[src/rtl/mem_access_unit_if.sv]
// CPU-side request/response bundle for the MEM-stage data RAM controller.
// The CPU holds the master modport and the unit holds the slave modport.
interface mem_access_unit_if #(
  parameter int unsigned DATA_W = 32
);
  logic              req;
  logic [2:0]        op;
  logic [31:0]       addr;
  logic [DATA_W-1:0] wdata;
  logic              busy;
  logic              done;
  logic              err;
  logic [DATA_W-1:0] rdata;

  modport master (
    output req, op, addr, wdata,
    input  busy, done, err, rdata
  );

  modport slave (
    input  req, op, addr, wdata,
    output busy, done, err, rdata
  );
endinterface

[src/rtl/mem_access_unit.sv]
// MIPS load/store engine for a word-only data RAM. Sub-word stores are done
// as read-modify-write. All RAM-side and CPU-side outputs are registered.
module mem_access_unit #(
  parameter int unsigned ADDR_W = 11,
  parameter int unsigned DATA_W = 32
) (
  input  logic              clk,
  input  logic              rst,
  mem_access_unit_if.slave  cpu,
  output logic              ram_ce,
  output logic              ram_we,
  output logic [ADDR_W-1:0] ram_addr,
  output logic [DATA_W-1:0] ram_wtData,
  input  logic [DATA_W-1:0] ram_rdData
);

  localparam logic [2:0] OpLb  = 3'b000;
  localparam logic [2:0] OpLh  = 3'b001;
  localparam logic [2:0] OpLw  = 3'b010;
  localparam logic [2:0] OpSw  = 3'b011;
  localparam logic [2:0] OpLbu = 3'b100;
  localparam logic [2:0] OpLhu = 3'b101;
  localparam logic [2:0] OpSb  = 3'b110;
  localparam logic [2:0] OpSh  = 3'b111;

  typedef enum logic [1:0] {StIdle, StRd, StWr, StDone} state_e;

  state_e              state_q;
  logic [2:0]          op_q;
  logic [1:0]          off_q;
  logic [15:0]         wdata_q;
  logic                busy_q, done_q, err_q;
  logic [DATA_W-1:0]   rdata_q;
  logic                ram_ce_q, ram_we_q;
  logic [ADDR_W-1:0]   ram_addr_q;
  logic [DATA_W-1:0]   ram_wt_q;
  logic                acc_err;

  // Big-endian lanes: byte offset 0 is bits [31:24].
  function automatic logic [31:0] load_ext(logic [2:0] op, logic [1:0] off, logic [31:0] w);
    logic [7:0]  b;
    logic [15:0] h;
    unique case (off)
      2'd0:    b = w[31:24];
      2'd1:    b = w[23:16];
      2'd2:    b = w[15:8];
      default: b = w[7:0];
    endcase
    h = off[1] ? w[15:0] : w[31:16];
    case (op)
      OpLb:    return {{24{b[7]}}, b};
      OpLbu:   return {24'h0, b};
      OpLh:    return {{16{h[15]}}, h};
      OpLhu:   return {16'h0, h};
      default: return w;
    endcase
  endfunction

  function automatic logic [31:0] merge(logic [2:0] op, logic [1:0] off, logic [15:0] wd,
                                        logic [31:0] w);
    logic [31:0] m;
    m = w;
    if (op == OpSh) begin
      if (off[1]) m[15:0] = wd;
      else        m[31:16] = wd;
    end else begin
      unique case (off)
        2'd0:    m[31:24] = wd[7:0];
        2'd1:    m[23:16] = wd[7:0];
        2'd2:    m[15:8]  = wd[7:0];
        default: m[7:0]   = wd[7:0];
      endcase
    end
    return m;
  endfunction

  always_comb begin
    acc_err = 1'b0;
    if ((cpu.op == OpLh || cpu.op == OpLhu || cpu.op == OpSh) && cpu.addr[0]) acc_err = 1'b1;
    if ((cpu.op == OpLw || cpu.op == OpSw) && (cpu.addr[1:0] != 2'b00))       acc_err = 1'b1;
    if (cpu.addr[31:ADDR_W] != '0)                                            acc_err = 1'b1;
  end

  always_ff @(posedge clk) begin
    if (rst) begin
      state_q    <= StIdle;
      op_q       <= 3'b000;
      off_q      <= 2'b00;
      wdata_q    <= '0;
      busy_q     <= 1'b0;
      done_q     <= 1'b0;
      err_q      <= 1'b0;
      rdata_q    <= '0;
      ram_ce_q   <= 1'b0;
      ram_we_q   <= 1'b0;
      ram_addr_q <= '0;
      ram_wt_q   <= '0;
    end else begin
      unique case (state_q)
        StIdle: begin
          done_q   <= 1'b0;
          err_q    <= 1'b0;
          ram_ce_q <= 1'b0;
          ram_we_q <= 1'b0;
          if (cpu.req) begin
            busy_q <= 1'b1;
            if (acc_err) begin
              state_q <= StDone;
              done_q  <= 1'b1;
              err_q   <= 1'b1;
            end else begin
              op_q       <= cpu.op;
              off_q      <= cpu.addr[1:0];
              wdata_q    <= cpu.wdata[15:0];
              ram_addr_q <= {cpu.addr[ADDR_W-1:2], 2'b00};
              ram_ce_q   <= 1'b1;
              if (cpu.op == OpSw) begin
                state_q  <= StWr;
                ram_we_q <= 1'b1;
                ram_wt_q <= cpu.wdata;
              end else begin
                state_q <= StRd;
              end
            end
          end
        end
        StRd: begin
          if (op_q == OpSb || op_q == OpSh) begin
            state_q  <= StWr;
            ram_we_q <= 1'b1;
            ram_wt_q <= merge(op_q, off_q, wdata_q, ram_rdData);
          end else begin
            state_q  <= StDone;
            ram_ce_q <= 1'b0;
            rdata_q  <= load_ext(op_q, off_q, ram_rdData);
            done_q   <= 1'b1;
          end
        end
        StWr: begin
          state_q  <= StDone;
          ram_ce_q <= 1'b0;
          ram_we_q <= 1'b0;
          done_q   <= 1'b1;
        end
        StDone: begin
          state_q <= StIdle;
          busy_q  <= 1'b0;
          done_q  <= 1'b0;
          err_q   <= 1'b0;
        end
        default: state_q <= StIdle;
      endcase
    end
  end

  assign cpu.busy   = busy_q;
  assign cpu.done   = done_q;
  assign cpu.err    = err_q;
  assign cpu.rdata  = rdata_q;
  assign ram_ce     = ram_ce_q;
  assign ram_we     = ram_we_q;
  assign ram_addr   = ram_addr_q;
  assign ram_wtData = ram_wt_q;

endmodule

[src/flat_wrapper.sv]
// flat-port wrapper written by rule: the top's interface ports become plain ports
module mem_access_unit_flat 
#(
  parameter int unsigned ADDR_W = 11,
  parameter int unsigned DATA_W = 32
)
  (clk, rst, ram_ce, ram_we, ram_addr, ram_wtData, ram_rdData, cpu_req, cpu_op, cpu_addr, cpu_wdata, cpu_busy, cpu_done, cpu_err, cpu_rdata);
  mem_access_unit_if #(.DATA_W(DATA_W)) cpu_i ();
  input  logic clk;
  input  logic rst;
  output logic ram_ce;
  output logic ram_we;
  output logic [ADDR_W-1:0] ram_addr;
  output logic [DATA_W-1:0] ram_wtData;
  input  logic [DATA_W-1:0] ram_rdData;
  input wire logic [$bits(cpu_i.req)-1:0] cpu_req;
  input wire logic [$bits(cpu_i.op)-1:0] cpu_op;
  input wire logic [$bits(cpu_i.addr)-1:0] cpu_addr;
  input wire logic [$bits(cpu_i.wdata)-1:0] cpu_wdata;
  output wire logic [$bits(cpu_i.busy)-1:0] cpu_busy;
  output wire logic [$bits(cpu_i.done)-1:0] cpu_done;
  output wire logic [$bits(cpu_i.err)-1:0] cpu_err;
  output wire logic [$bits(cpu_i.rdata)-1:0] cpu_rdata;
  assign cpu_i.req = cpu_req;
  assign cpu_i.op = cpu_op;
  assign cpu_i.addr = cpu_addr;
  assign cpu_i.wdata = cpu_wdata;
  assign cpu_busy = cpu_i.busy;
  assign cpu_done = cpu_i.done;
  assign cpu_err = cpu_i.err;
  assign cpu_rdata = cpu_i.rdata;
  mem_access_unit #(.ADDR_W(ADDR_W), .DATA_W(DATA_W)) u_core (.clk(clk), .rst(rst), .cpu(cpu_i), .ram_ce(ram_ce), .ram_we(ram_we), .ram_addr(ram_addr), .ram_wtData(ram_wtData), .ram_rdData(ram_rdData));
endmodule
[config.mk]
export PLATFORM = sky130hd
export DESIGN_NAME = mem_access_unit_flat
export DESIGN_NICKNAME = d
export VERILOG_FILES = /design/src/rtl/mem_access_unit_if.sv /design/src/rtl/mem_access_unit.sv /design/src/flat_wrapper.sv
export SDC_FILE = /design/constraint.sdc
export NUM_CORES = 1
export LEC_CHECK = 0
export CORE_ASPECT_RATIO = 2
export CORE_MARGIN = 5
export CORE_UTILIZATION = 40
export DETAILED_ROUTE_END_ITERATION = 12
export GPL_TIMING_DRIVEN = 0
export PLACE_DENSITY = 0.75
export SETUP_SLACK_MARGIN = 0.5
export SYNTH_ARGS = -nofsm -noshare
export SYNTH_HDL_FRONTEND = slang
export SYNTH_SLANG_ARGS = --single-unit
[constraint.sdc]
create_clock -name clk -period 1.66 [get_ports clk]
set_clock_uncertainty 0.1 [all_clocks]
set_input_delay 0.249 -clock clk [delete_from_list [all_inputs] [get_ports clk]]
set_output_delay 0.249 -clock clk [all_outputs]
set_load 0.02 [all_outputs]
==> results.yml <==
power_and_ir_drop:
  vdd_drop_max_mv: 0.911
  p_sw_uw: 4600
  power.leakage_uw: 0.00409
  switching_share: 0.378
  power_density_mw_per_mm2: 1260
  pwr-share-seq: 0.288
  combPwrFrac: 0.540
  p_int_uw: 7580
  power.clock.fraction: 0.172
worst_hold_path:
  min_path_type: "in -> reg"
  hp-start: "cpu_op[1]"
  whs_path_depth: 3
  holdPathEnd: "u_core.op_q[1]"
worst_setup_path:
  reg2regPathDepth: 8
  r2r-start: "u_core.off_q[0]"
  reg2reg_to: "u_core.cpu.rdata[19]"
  crit_slowest_cell: "a21oi_4"
  end_kind: "flop"
  startpoint_type: "flop"
  path_cells: "buf_8 > mux2i_1 > a211o_1 > buf_6 > o21ai_4 > a21oi_4 > clkbuf_16 > a211oi_2"
  path_max_fanout: 8
  crit_buf_inv: 3
  cp.required_ps: 1790
  critPathKind: "reg -> reg"
  worst_ep_arrival_time_ps: 2060
  reg2reg_slack_ps: -270
  crit_family: "compound AO/OA/AOI/OAI gates"
  crit_path_max_incr_delay_ps: 350
yosys:
  synth_ff_type: "dfxtp_1"
  postSynthCellCount: 644
  synthTopCellsByArea: "dfxtp_1 (38%), mux2i_1 (12%), nor2_1 (8.3%)"
  synth_edf_count: 0
  yosys-top-cells-count: "nor2_1 (118), dfxtp_1 (101), nand2_1 (83)"
  synth_seq_cells: 101
  netlist.area_leader.share: 0.380
  yosysTopAreaCell: "dfxtp_1"
  syn_area_mm2: 0.00532
  ys_types: 51
  ys_warn_count: 0
  synth_area_per_cell_um2: 8.26
  yosysMostFrequentCell: "nor2_1"
  yosysSeqAreaShare: 0.380
  ys_async_sr_fraction: 0
clock_network:
  cts_buffers: 9
  cts_tree: "built"
  clk_latency_ps: 350
  clk_pin_slew_ps: 80
  clk_path_buf_depth: 2
  cts_htree_levels: 3
  root_buffer: "clkbuf_16"
  cts.sinks: 101
timing:
  fin_crit_sh: 1.16
  fmax_mhz: 519
  rsz0062_at_grt: "true"
  slew_headroom: 0.571
  period_needed_ps: 1930
  finalMaxSlewViolations: 0
  setup_viol_count_final: 97
  hold_viol: 0
  layout_setup_ws_ps: -266
  worstMarginPinSlew_ps: 644
placed_design:
  dp_slack_ps: -893
  io_buffers: 178
  hpwl_um: 17100
  dp_cells: 975
  place.gp.congestion: 0.903
status:
  violations: "negative setup slack"
  status: "finished with violations"
global_route:
  grt_pass1_wl_um: 34200
  overflow: 0
  grt_pass1_vias: 6190
  grt_max_degree: 18
  grt_util_all_layers: 0.277
  antenna_found_initial: 1
routing:
  postRouteAntennaNets: 0
  drtPass1Iterations: 5
  remaining_drc_errors: 0
  drt-wirelength-per-cell_um: 22.8
  drtIter0Drc: 348
  via_per_inst: 5.69
  num_vias: 6156
  routed_wirelength_um: 24600
final_layout:
  num-fill-cells: 931
  nets: 1030
  fin_cells: 1082
  syn_to_final_growth_pct: 81.7
  drive_gt1_frac: 0.476
floorplanning:
  io-pin-count: 182
  die_w_um: 91.5
  start_util: 0.407
  die_area_mm2: 0.0158
  die_height_um: 173
  rows: 59
  core-area_mm2: 0.0131
run:
  cap_violations: 0
sequential cells by signal, summed over array words and instances (netlist names):
| signal | cells |
|---|---|
| u_core.ram_we | 1 |
| u_core.cpu.done | 1 |
| u_core.ram_addr | 9 |
| u_core.ram_ce | 1 |
| u_core.off_q | 2 |
| u_core.cpu.busy | 1 |
| u_core.cpu.err | 1 |
| u_core.state_q | 2 |
| u_core.ram_wtData | 32 |
| u_core.wdata_q | 16 |
| u_core.cpu.rdata | 32 |
| u_core.op_q | 3 |
placed cells by master, fill, tap and decap left out, types with 12 or more instances in the layout:
| master | n |
|---|---|
| nor2_1 | 105 |
| buf_6 | 102 |
| dfxtp_2 | 83 |
| clkdlybuf4s50_1 | 72 |
| mux2i_1 | 64 |
| nand2_1 | 63 |
| buf_4 | 59 |
| nand2b_1 | 35 |
| a211oi_2 | 27 |
| clkbuf_2 | 18 |
| nand2_2 | 17 |
| a311o_1 | 16 |
| dfxtp_1 | 16 |
| clkbuf_16 | 13 |
| clkbuf_1 | 12 |
| inv_1 | 12 |
metal layers:
layer	part of all wire	vias up	global-route usage
met3	0.048	90	0.0435
met1	0.34	2931	0.275
met4	0.066	0	0.161
met2	0.55	298	0.527
met5	0	-	0
li1	-	2837	-
power by group through the flow:
stage	sequential (µW)	combinational [µW]	clock, µW
5_1_grt	3560	6890	2200
3_5_place_dp	3330	4670	0
6_report	3500	6570	2100
3_3_place_gp	3310	4620	0
4_1_cts	3460	5600	2100
2_1_floorplan	3910	2120	0
per-stage QoR:
step | util | TNS (ps) | hold WS (ps) | total power, µW | cell area [µm²]
final | 0.739 | -14430 | 95.4 | 12200 | 9660
after global routing | 0.739 | -20790 | 111 | 12700 | 9660
after CTS | 0.687 | -7190 | 232 | 11200 | 8980
after detailed placement | 0.586 | -64720 | 351 | 8000 | 7650
after global placement | 0.586 | -61520 | 346 | 7930 | 7650
after floorplan | - | -2100 | 296 | 6030 | 5680
how the worst max path moves through the flow:
stage                                  to            start  slack (ps)  cells after the start
floorplan           u_core.ram_wtData[24]     cpu_addr[12]         -60                      6
finish               u_core.cpu.rdata[19]  u_core.off_q[0]        -270                      8
global route         u_core.cpu.rdata[21]  u_core.off_q[0]        -340                      8
global placement    u_core.ram_wtData[29]      cpu_addr[0]        -850                      7
CTS                 u_core.ram_wtData[14]   u_core.op_q[1]        -120                      7
detailed placement  u_core.ram_wtData[19]     cpu_addr[26]        -890                      7
cell families after synthesis:
kind of cell             Yosys count  share of synthesized area
other                              1                   0.000705
AND/OR/NAND/NOR                  267                      0.222
multiplexers                      66                      0.124
AO/OA/AOI/OAI                    138                      0.205
adder cells (fa/ha/maj)            4                    0.00941
flip-flops                       101                      0.380
buffers and inverters             67                     0.0584
cell type report:
type                            instances  area (µm²)  share of cell area
Tap cell                              152         190              0.0197
Clock inverter                          5        41.3             0.00427
Multi-Input combinational cell        477        3650               0.378
Antenna cell                            1        2.50            0.000259
Sequential cell                       101        2130               0.221
Timing Repair Buffer                  268        2820               0.292
Clock buffer                           11         243              0.0251
Inverter                               15        56.3             0.00583
Buffer                                 52         528              0.0547
timing repair:
action	in CTS	in global routing
gates cloned	7	4
setup endpoints to repair	179	178
gates resized for setup	683	116
endpoints found under the hold margin	0	0
setup buffers	42	37
pin swaps	48	36
hold buffers	0	0
worst reg2reg max path: stages (launching register included):
cell	delay [ps]
dfxtp_2	340
buf_8	120
mux2i_1	230
a211o_1	200
buf_6	120
o21ai_4	60
a21oi_4	350
clkbuf_16	240
a211oi_2	60
(Power assumes the default switching activity.)
